`config.mk`:
```
export PLATFORM = sky130hd
export DESIGN_NAME = idma_stream_dispatch
export DESIGN_NICKNAME = d
export VERILOG_FILES = /design/src/rtl/idma_pkg.sv /design/src/rtl/idma_stream_id_counter.sv /design/src/rtl/idma_stream_dispatch.sv
export SDC_FILE = /design/constraint.sdc
export NUM_CORES = 1
export LEC_CHECK = 0
export CORE_MARGIN = 2
export CORE_UTILIZATION = 49
export DETAILED_ROUTE_END_ITERATION = 8
export GPL_TIMING_DRIVEN = 0
export MAX_ROUTING_LAYER = met4
export PLACE_DENSITY = 0.84
export REMOVE_ABC_BUFFERS = 1
export SKIP_LAST_GASP = 1
export SYNTH_ARGS = -nofsm -noshare
export SYNTH_HDL_FRONTEND = slang
export SYNTH_SLANG_ARGS = --single-unit
```
`constraint.sdc`:
```
create_clock -name clk_i -period 7.5 [get_ports clk_i]
set_input_delay 1.125 -clock clk_i [delete_from_list [all_inputs] [get_ports clk_i]]
set_output_delay 1.125 -clock clk_i [all_outputs]
set_load 0.02 [all_outputs]
```
`src/rtl/idma_pkg.sv`:
```
// rtl/idma_pkg.sv - shared iDMA constants and the transfer-ID increment rule
package idma_pkg;

  localparam int unsigned MaxNumStreams = 16;

  // ID 0 means "nothing done", so the counter wraps from all-ones back to 1.
  function automatic logic [31:0] id_increment(input logic [31:0] id, input int unsigned width);
    logic [31:0] max_id;
    max_id = (width >= 32) ? 32'hFFFF_FFFF : ((32'd1 << width) - 32'd1);
    return (id >= max_id) ? 32'd1 : id + 32'd1;
  endfunction

endpackage

```
`src/rtl/idma_stream_id_counter.sv`:
```
// rtl/idma_stream_id_counter.sv - per-stream next/done transfer IDs and outstanding count
module idma_stream_id_counter
  import idma_pkg::*;
#(
  parameter int unsigned IdCounterWidth = 32,
  parameter int unsigned MaxOutstanding = 8
) (
  input  logic                      clk_i,
  input  logic                      rst_ni,
  input  logic                      inc_next_i,
  input  logic                      inc_done_i,
  output logic [IdCounterWidth-1:0] next_id_o,
  output logic [IdCounterWidth-1:0] done_id_o,
  output logic                      full_o,
  output logic                      busy_o,
  output logic                      done_upd_o
);

  localparam int unsigned OutW = $clog2(MaxOutstanding + 1);

  logic [OutW-1:0]           r_outstanding;
  logic [IdCounterWidth-1:0] r_next_id;
  logic [IdCounterWidth-1:0] r_done_id;
  logic [31:0]               w_next_inc;
  logic [31:0]               w_done_inc;
  logic                      w_inc;
  logic                      w_done;

  assign full_o     = (r_outstanding >= OutW'(MaxOutstanding));
  assign busy_o     = (r_outstanding != '0);
  assign w_inc      = inc_next_i & ~full_o;
  // Completions with nothing outstanding are stale and must not move done_id.
  assign w_done     = inc_done_i & busy_o;
  assign done_upd_o = w_done;
  assign w_next_inc = id_increment(32'(r_next_id), IdCounterWidth);
  assign w_done_inc = id_increment(32'(r_done_id), IdCounterWidth);
  assign next_id_o  = r_next_id;
  assign done_id_o  = r_done_id;

  always_ff @(posedge clk_i) begin
    if (!rst_ni) begin
      r_next_id     <= IdCounterWidth'(1);
      r_done_id     <= '0;
      r_outstanding <= '0;
    end else begin
      if (w_inc) begin
        r_next_id <= w_next_inc[IdCounterWidth-1:0];
      end
      if (w_done) begin
        r_done_id <= w_done_inc[IdCounterWidth-1:0];
      end
      if (w_inc && !w_done) begin
        r_outstanding <= r_outstanding + OutW'(1);
      end else if (!w_inc && w_done) begin
        r_outstanding <= r_outstanding - OutW'(1);
      end
    end
  end

endmodule

```
`src/rtl/idma_stream_dispatch.sv`:
```
// rtl/idma_stream_dispatch.sv - routes front-end requests to per-stream ports, tracks IDs
// Optional completion interrupt port irq_o enabled by IDMA_STREAM_DISPATCH_IRQ_EN.
module idma_stream_dispatch
  import idma_pkg::*;
#(
  parameter int unsigned NumStreams     = 1,
  parameter int unsigned IdCounterWidth = 32,
  parameter int unsigned MaxOutstanding = 8,
  parameter int unsigned StreamWidth    = (NumStreams > 1) ? $clog2(NumStreams) : 1,
  parameter type         dma_req_t      = logic,
  parameter type         cnt_width_t    = logic [IdCounterWidth-1:0],
  parameter type         stream_t       = logic [StreamWidth-1:0]
) (
  input  logic                  clk_i,
  input  logic                  rst_ni,
  input  dma_req_t              req_i,
  input  logic                  req_valid_i,
  output logic                  req_ready_o,
  input  stream_t               stream_idx_i,
  output cnt_width_t            next_id_o,
  output dma_req_t              req_o       [NumStreams],
  output logic [NumStreams-1:0] req_valid_o,
  input  logic [NumStreams-1:0] req_ready_i,
  input  logic [NumStreams-1:0] cmpl_i,
  output cnt_width_t            done_id_o   [NumStreams],
  output logic [NumStreams-1:0] busy_o
`ifdef IDMA_STREAM_DISPATCH_IRQ_EN
  ,
  output logic [NumStreams-1:0] irq_o
`endif
);

  logic [NumStreams-1:0] w_full;
  logic [NumStreams-1:0] w_slot_free;
  logic [NumStreams-1:0] w_accept;
  logic [NumStreams-1:0] w_done_upd;
  cnt_width_t            w_next_id [NumStreams];
  dma_req_t              r_req     [NumStreams];
  logic                  r_valid   [NumStreams];
  logic                  w_sel_ready;
  cnt_width_t            w_sel_id;

  // Out-of-range indices select nothing: ready stays high so the request drains.
  always_comb begin
    w_sel_ready = 1'b1;
    w_sel_id    = '0;
    for (int s = 0; s < int'(NumStreams); s++) begin
      if (int'(stream_idx_i) == s) begin
        w_sel_ready = w_slot_free[s] & ~w_full[s];
        w_sel_id    = w_next_id[s];
      end
    end
  end

  assign req_ready_o = w_sel_ready;
  assign next_id_o   = w_sel_id;

  for (genvar s = 0; s < int'(NumStreams); s++) begin : g_stream
    assign w_slot_free[s] = ~r_valid[s] | req_ready_i[s];
    assign w_accept[s]    = req_valid_i & w_slot_free[s] & ~w_full[s] &
                            (int'(stream_idx_i) == s);
    assign req_o[s]       = r_req[s];
    assign req_valid_o[s] = r_valid[s];

    idma_stream_id_counter #(
      .IdCounterWidth (IdCounterWidth),
      .MaxOutstanding (MaxOutstanding)
    ) i_id_counter (
      .clk_i      (clk_i),
      .rst_ni     (rst_ni),
      .inc_next_i (w_accept[s]),
      .inc_done_i (cmpl_i[s]),
      .next_id_o  (w_next_id[s]),
      .done_id_o  (done_id_o[s]),
      .full_o     (w_full[s]),
      .busy_o     (busy_o[s]),
      .done_upd_o (w_done_upd[s])
    );

    always_ff @(posedge clk_i) begin
      if (!rst_ni) begin
        r_req[s]   <= '0;
        r_valid[s] <= 1'b0;
      end else if (w_accept[s]) begin
        r_req[s]   <= req_i;
        r_valid[s] <= 1'b1;
      end else if (req_ready_i[s]) begin
        r_valid[s] <= 1'b0;
      end
    end

`ifdef IDMA_STREAM_DISPATCH_IRQ_EN
    logic r_irq;

    always_ff @(posedge clk_i) begin
      if (!rst_ni) begin
        r_irq <= 1'b0;
      end else begin
        r_irq <= w_done_upd[s];
      end
    end

    assign irq_o[s] = r_irq;
`endif
  end

`ifndef IDMA_STREAM_DISPATCH_IRQ_EN
  logic w_unused_done_upd;
  assign w_unused_done_upd = ^w_done_upd;
`endif

endmodule

```
==> impl_metrics.env, run 1 <==
export IMPL_htreeDepth=3
export IMPL_numCtsBuffers=9
export IMPL_antenna_found_initial=0
export IMPL_finalHoldViolations=0
export IMPL_gp_congestion=0.880
export IMPL_status="finished clean"
export IMPL_synth_top_family_by_area="simple AND/OR/NAND/NOR gates"
export IMPL_drv_slew=0
export IMPL_syn2layout_area_growth_pct=22.3
export IMPL_cap_violations=0
export IMPL_slew_headroom_pct=17.1
export IMPL_clock_skew_final_ns=0.00998
export IMPL_power_leakage_uw=0.00153
export IMPL_cts_setup_buffers=0
export IMPL_hold_path_class="flip-flop to flip-flop"
export IMPL_cts_root_buffer="clkbuf_8"
export IMPL_grt_pass1_vias=3504
export IMPL_cp_data_required_time_ns=6.38
export IMPL_die_width_um=95.3
export IMPL_track_usage_pct=23.5
export IMPL_cp_max_fo=36
export IMPL_p_per_area_nw_per_um2=179
export IMPL_nNetsFinal=542
export IMPL_ys_flop_type="dfxtp_1"
export IMPL_diodes=0
export IMPL_path_class="input port to output port"
export IMPL_path_clk_slew_ns=0.08
export IMPL_crit_arrival_ns=3.29
export IMPL_drc=0
export IMPL_cts_tree="built"
export IMPL_die_area_um2=9080
export IMPL_ys_async_sr_fraction_pct=0
export IMPL_drt_pass1_iterations=5
export IMPL_synth_compound_area_share_pct=17.9
export IMPL_rr_startpoint="g_stream[0].i_id_counter.r_outstanding[3]$_SDFFE_PN0P_"
export IMPL_final_cell_mix="74 x clkdlybuf4s50_1, 68 x dfxtp_1, 31 x nor2b_1"
export IMPL_synth_area_per_cell_um2=8.49
export IMPL_ys_seq_area_share_pct=34.8
export IMPL_grt_pass1_wl_um=16500
export IMPL_timing_hold_ws_ns=0.505
export IMPL_drive_above_1_share_pct=6.55
export IMPL_multiInputGateArea_um2=2460
export IMPL_timing_final_crit_period_ns=4.42
export IMPL_cts_sinks=70
export IMPL_num_vias=4015
export IMPL_ir_worst_vdd_mv=0.0879
export IMPL_worst_pin_slew_ns=1.24
export IMPL_start_kind="input port"
export IMPL_io_pins=75
export IMPL_overflow=0
export IMPL_cp_end_kind="output port"
export IMPL_syn_instance_count=481
export IMPL_start_util_pct=50.2
export IMPL_timing_fmax_ghz=0.226
export IMPL_holdCritStartpoint="g_stream[0].i_id_counter.next_id_o[23]$_SDFFE_PN0P_"
export IMPL_synth_cell_type_count=53
export IMPL_post_cts_resized=0
export IMPL_yosys_register_bits=70
export IMPL_netlist_area_um2=4080
export IMPL_drt_wirelength_per_cell_um=16.2
export IMPL_synth_xor_area_share_pct=3.65
export IMPL_setup_viol=0
export IMPL_synth_mux_area_fraction_pct=1.47
export IMPL_synth_edff_count=2
export IMPL_vias_per_cell=6.28
export IMPL_cts_hold_buf=0
export IMPL_die_height_um=95.3
export IMPL_routed_wl_um=10400
export IMPL_yosys_warnings=0
export IMPL_synthAdderAreaFrac_pct=2.02
export IMPL_regArea_um2=1420
export IMPL_fin_crit_sh_pct=58.9
export IMPL_startpoint="stream_idx_i"
export IMPL_drt_iter0_drc=268
export IMPL_ant_nets=0
export IMPL_fp_coreArea_um2=8130
export IMPL_tns_ns=0
export IMPL_synth_simple_area_share_pct=34.9
export IMPL_dpl_hpwl_um=7160
export IMPL_row_count=33
export IMPL_nFillCells=710
export IMPL_grt_setup_unrepaired="no"
export IMPL_insertion_delay_ns=0.36
export IMPL_grt_max_degree=37
export IMPL_final_common_cell="clkdlybuf4s50_1"
export IMPL_cts_path_max_buffers=2
export IMPL_io_buffers=74
-- sequential cells by signal, summed over array words and instances (netlist names) --
name                                 flops
g_stream.i_id_counter.done_id_o         32
g_stream.i_id_counter.next_id_o         32
g_stream.i_id_counter.r_outstanding      4
r_req                                    1
r_valid                                  1
-- kinds of logic after synthesis --
group / Yosys count
AO/OA/AOI/OAI: 102
XOR/XNOR: 17
adder cells (fa/ha/maj): 6
buffers and inverters: 47
flip-flops: 70
multiplexers: 6
AND/OR/NAND/NOR: 233
-- cells in the mapped netlist, types with 14 or more instances --
| master | n | area (um^2) |
|---|---|---|
| dfxtp_1 | 68 | 1360 |
| nor2b_1 | 31 | 194 |
| nand2_1 | 28 | 105 |
| nand3_1 | 27 | 135 |
| nand4_1 | 26 | 163 |
| o31ai_1 | 26 | 195 |
| or4_1 | 24 | 180 |
| clkbuf_1 | 23 | 86.3 |
| a211oi_1 | 19 | 143 |
| nor2_1 | 19 | 71.3 |
| a21oi_1 | 17 | 85.1 |
| nor3_1 | 14 | 70.1 |
-- stage by stage --
step	total power, uW	std cells	util, %	setup slack [ns]	area (um^2)
after detailed placement	591	623	58.9	3.01	4790
after CTS	896	639	61.4	3.08	4990
after global routing	929	639	61.4	2.95	4990
after global placement	580	622	58.7	2.52	4770
after floorplan	530	443	-	3.93	3900
final	892	639	61.4	3.08	4990
-- path summary, 6_finish.rpt --
check | endpoint | slack [ns] | depth (start not counted)
min reg2reg | g_stream[0].i_id_counter.next_id_o[23]$_SDFFE_PN0P_ | 0.51 | 2
max reg2reg | g_stream[0].i_id_counter.done_id_o[11]$_SDFFE_PN0P_ | 4.31 | 5
min | g_stream[0].i_id_counter.next_id_o[23]$_SDFFE_PN0P_ | 0.51 | 2
max | next_id_o[28] | 3.08 | 3
-- worst max-delay path: stages --
cell	delay (ns)
clkdlybuf4s50_1	1.06
nor2b_1	0.44
clkdlybuf4s50_1	0.67
-- routing by layer --
metal  wire length, um  global-route usage (%)  up-vias  share of wire, %
li1                  -                       -     1945                 -
met5                 0                       -        -                 0
met2              5000                    37.4      130                48
met4               111                    8.09        0               1.1
met1              4730                    30.4     1927                46
met3               503                    3.95       13               4.9
-- where the power goes --
part           internal (uW)  switching (uW)
Clock                    154             155
Sequential               390            24.7
Combinational           75.9            93.5
-- final cells by class --
type | instances | share of cell area (%)
Multi-Input combinational cell | 364 | 49.2
Sequential cell | 70 | 28.5
Clock buffer | 9 | 2.48
Clock inverter | 7 | 1.50
Timing Repair Buffer | 75 | 15.1
Tap cell | 105 | 2.63
Inverter | 9 | 0.677
Note: power is estimated with default switching activity, not from simulation.
==> inputs of run 2 (changes only) <==
==> constraint.sdc (replaced) <==
create_clock -name clk_i -period 4.4 [get_ports clk_i]
set_input_delay 0.66 -clock clk_i [delete_from_list [all_inputs] [get_ports clk_i]]
set_output_delay 0.66 -clock clk_i [all_outputs]
set_load 0.02 [all_outputs]
==> results of run 2 <==
Same layout as run 1 (identical final DEF). Status: finished clean.
Main changes from that run: setup slack after placement 3.01 ns -> 0.378 ns; setup slack after layout 3.08 ns -> 0.735 ns; end point of the critical path next_id_o[28] -> g_stream[0].i_id_counter.next_id_o[3]$_SDFFE_PN0P_; register-to-register setup slack 4.31 ns -> 1.21 ns; total power 892 uW -> 1520 uW; worst IR drop on VDD 0.0879 mV -> 0.150 mV
==> inputs of run 3 (changes only) <==
--- a/config.mk
+++ b/config.mk
@@ -6,11 +6,11 @@
 export NUM_CORES = 1
 export LEC_CHECK = 0
 export CORE_MARGIN = 2
-export CORE_UTILIZATION = 49
+export CORE_UTILIZATION = 48
 export DETAILED_ROUTE_END_ITERATION = 8
 export GPL_TIMING_DRIVEN = 0
 export MAX_ROUTING_LAYER = met4
-export PLACE_DENSITY = 0.84
+export PLACE_DENSITY = 0.86
 export REMOVE_ABC_BUFFERS = 1
 export SKIP_LAST_GASP = 1
 export SYNTH_ARGS = -nofsm -noshare
==> constraint.sdc (replaced) <==
create_clock -name clk_i -period 3.3 [get_ports clk_i]
set_input_delay 0.495 -clock clk_i [delete_from_list [all_inputs] [get_ports clk_i]]
set_output_delay 0.495 -clock clk_i [all_outputs]
set_load 0.02 [all_outputs]
==> impl_metrics.env, run 3 (synthesis gave the netlist of run 1 again) <==
export IMPL_startpoint="cmpl_i"
export IMPL_vias_per_cell=6.46
export IMPL_die_height_um=96.2
export IMPL_start_util_pct=49.7
export IMPL_placed_cell_area_um2=4790
export IMPL_cts_tree="built"
export IMPL_finalHoldViolations=0
export IMPL_total_power_uw=2120
export IMPL_grt_pass1_wl_um=17300
export IMPL_power_share_switching_pct=29.9
export IMPL_diodes=0
export IMPL_nFillCells=723
export IMPL_holdCritStartpoint="g_stream[0].i_id_counter.next_id_o[23]$_SDFFE_PN0P_"
export IMPL_drc=0
export IMPL_num_vias=4142
export IMPL_fin_ws_ns=0.274
export IMPL_cp_data_required_time_ns=3.53
export IMPL_routed_wl_um=10800
export IMPL_drive_above_1_share_pct=7.28
export IMPL_grt_setup_unrepaired="no"
export IMPL_hold_path_class="flip-flop to flip-flop"
export IMPL_die_area_um2=9260
export IMPL_final_common_cell="clkdlybuf4s50_1"
export IMPL_power_frac_clock_pct=36.8
export IMPL_crit_slowest_cell="nand3_1"
export IMPL_drv_slew=0
export IMPL_numCtsBuffers=9
export IMPL_grt_max_degree=37
export IMPL_drt_wirelength_per_cell_um=16.9
export IMPL_pwr_share_seq_pct=44.6
export IMPL_worst_pin_slew_ns=1.31
export IMPL_gp_congestion=0.848
export IMPL_drt_pass1_iterations=6
export IMPL_cp_max_fo=26
export IMPL_cp_cell_sequence="clkdlybuf4s50_1 -> o41a_1 -> nand3_1 -> nor4_4 -> buf_6 -> nor3_1"
export IMPL_track_usage_pct=24.0
export IMPL_tns_ns=0
export IMPL_path_clk_slew_ns=0.09
export IMPL_path_class="input port to flip-flop"
export IMPL_cts_sinks=70
export IMPL_multiInputGateArea_um2=2480
export IMPL_status="finished clean"
export IMPL_cts_hold_buf=0
export IMPL_cts_path_max_buffers=2
export IMPL_p_per_area_nw_per_um2=420
export IMPL_grt_pass1_vias=3704
export IMPL_drt_iter0_drc=330
export IMPL_cp_end_kind="flip-flop"
export IMPL_power_leakage_uw=0.00155
export IMPL_slew_headroom_pct=12.3
export IMPL_insertion_delay_ns=0.35
export IMPL_row_count=33
export IMPL_cts_root_buffer="clkbuf_8"
export IMPL_antenna_found_initial=0
export IMPL_overflow=0
export IMPL_final_cell_mix="72 x clkdlybuf4s50_1, 68 x dfxtp_1, 31 x nor2b_1"
export IMPL_pre_cts_ws_ns=-0.609
export IMPL_fp_coreArea_um2=8220
export IMPL_cpPeakStageDelay_ns=0.77
export IMPL_crit_arrival_ns=3.26
export IMPL_nNetsFinal=544
export IMPL_fin_crit_sh_pct=91.7
export IMPL_syn2layout_area_growth_pct=23.5
export IMPL_cap_violations=0
export IMPL_regArea_um2=1420
export IMPL_htreeDepth=3
export IMPL_io_pins=75
export IMPL_intPower_uw=1490
export IMPL_setup_viol=0
export IMPL_start_kind="input port"
export IMPL_timing_fmax_ghz=0.330
export IMPL_rr_startpoint="g_stream[0].i_id_counter.r_outstanding[3]$_SDFFE_PN0P_"
export IMPL_final_area_um2=5040
export IMPL_io_buffers=74
export IMPL_comb_power_share_pct=18.7
export IMPL_ir_worst_vdd_mv=0.192
export IMPL_switching_power_uw=633
export IMPL_timing_hold_ws_ns=0.503
export IMPL_timing_final_crit_period_ns=3.03
export IMPL_clock_skew_final_ns=0.0153
export IMPL_ant_nets=0
export IMPL_die_width_um=96.2
export IMPL_dpl_hpwl_um=7180
run 3: what timing repair did:
action                                  4_1_cts  5_1_grt
resized for setup                             2        4
gates cloned                                  1        1
setup buffers                                 0        0
pin swaps                                     1        0
endpoints found under the setup margin       25        9
run 3: worst paths after layout:
check                                                        end  slack (ns)  cells past startpoint
min reg2reg  g_stream[0].i_id_counter.next_id_o[23]$_SDFFE_PN0P_        0.50                      2
max           g_stream[0].i_id_counter.done_id_o[7]$_SDFFE_PN0P_        0.27                      6
min          g_stream[0].i_id_counter.next_id_o[23]$_SDFFE_PN0P_        0.50                      2
max reg2reg   g_stream[0].i_id_counter.done_id_o[7]$_SDFFE_PN0P_        0.33                      5
run 3: final cells by class:
class,count,share of cell area [%]
Timing Repair inverter,1,0.0993
Clock buffer,9,2.46
Clock inverter,7,1.89
Sequential cell,70,28.2
Multi-Input combinational cell,365,49.1
Inverter,9,0.745
Timing Repair Buffer,75,14.9
Tap cell,105,2.61
run 3: layer usage:
| metal | share of wire (%) | global-route usage, % |
|---|---|---|
| met2 | 48 | 38.2 |
| met5 | 0 | - |
| met1 | 43 | 30.3 |
| met4 | 2.0 | 9.88 |
| met3 | 6.4 | 3.68 |
run 3: critical path: cells and delay by family:
kind,cells,cell delay [ns]
AND/OR/NAND/NOR,3,1.53
buffers and inverters,2,0.73
AO/OA/AOI/OAI,1,0.49
run 3: power by group through the flow:
stage	logic, uW	registers (uW)	clock network [uW]
6_report	395	945	779
5_1_grt	435	951	822
4_1_cts	391	942	785
3_5_place_dp	385	962	0
3_3_place_gp	361	958	0
2_1_floorplan	244	961	0
run 3: per-stage QoR:
| stage | utilization [%] | instances |
|---|---|---|
| after floorplan | - | 443 |
| after global placement | 58.1 | 622 |
| after detailed placement | 58.4 | 623 |
| after CTS | 61.3 | 640 |
| after global routing | 61.4 | 641 |
| final | 61.4 | 641 |
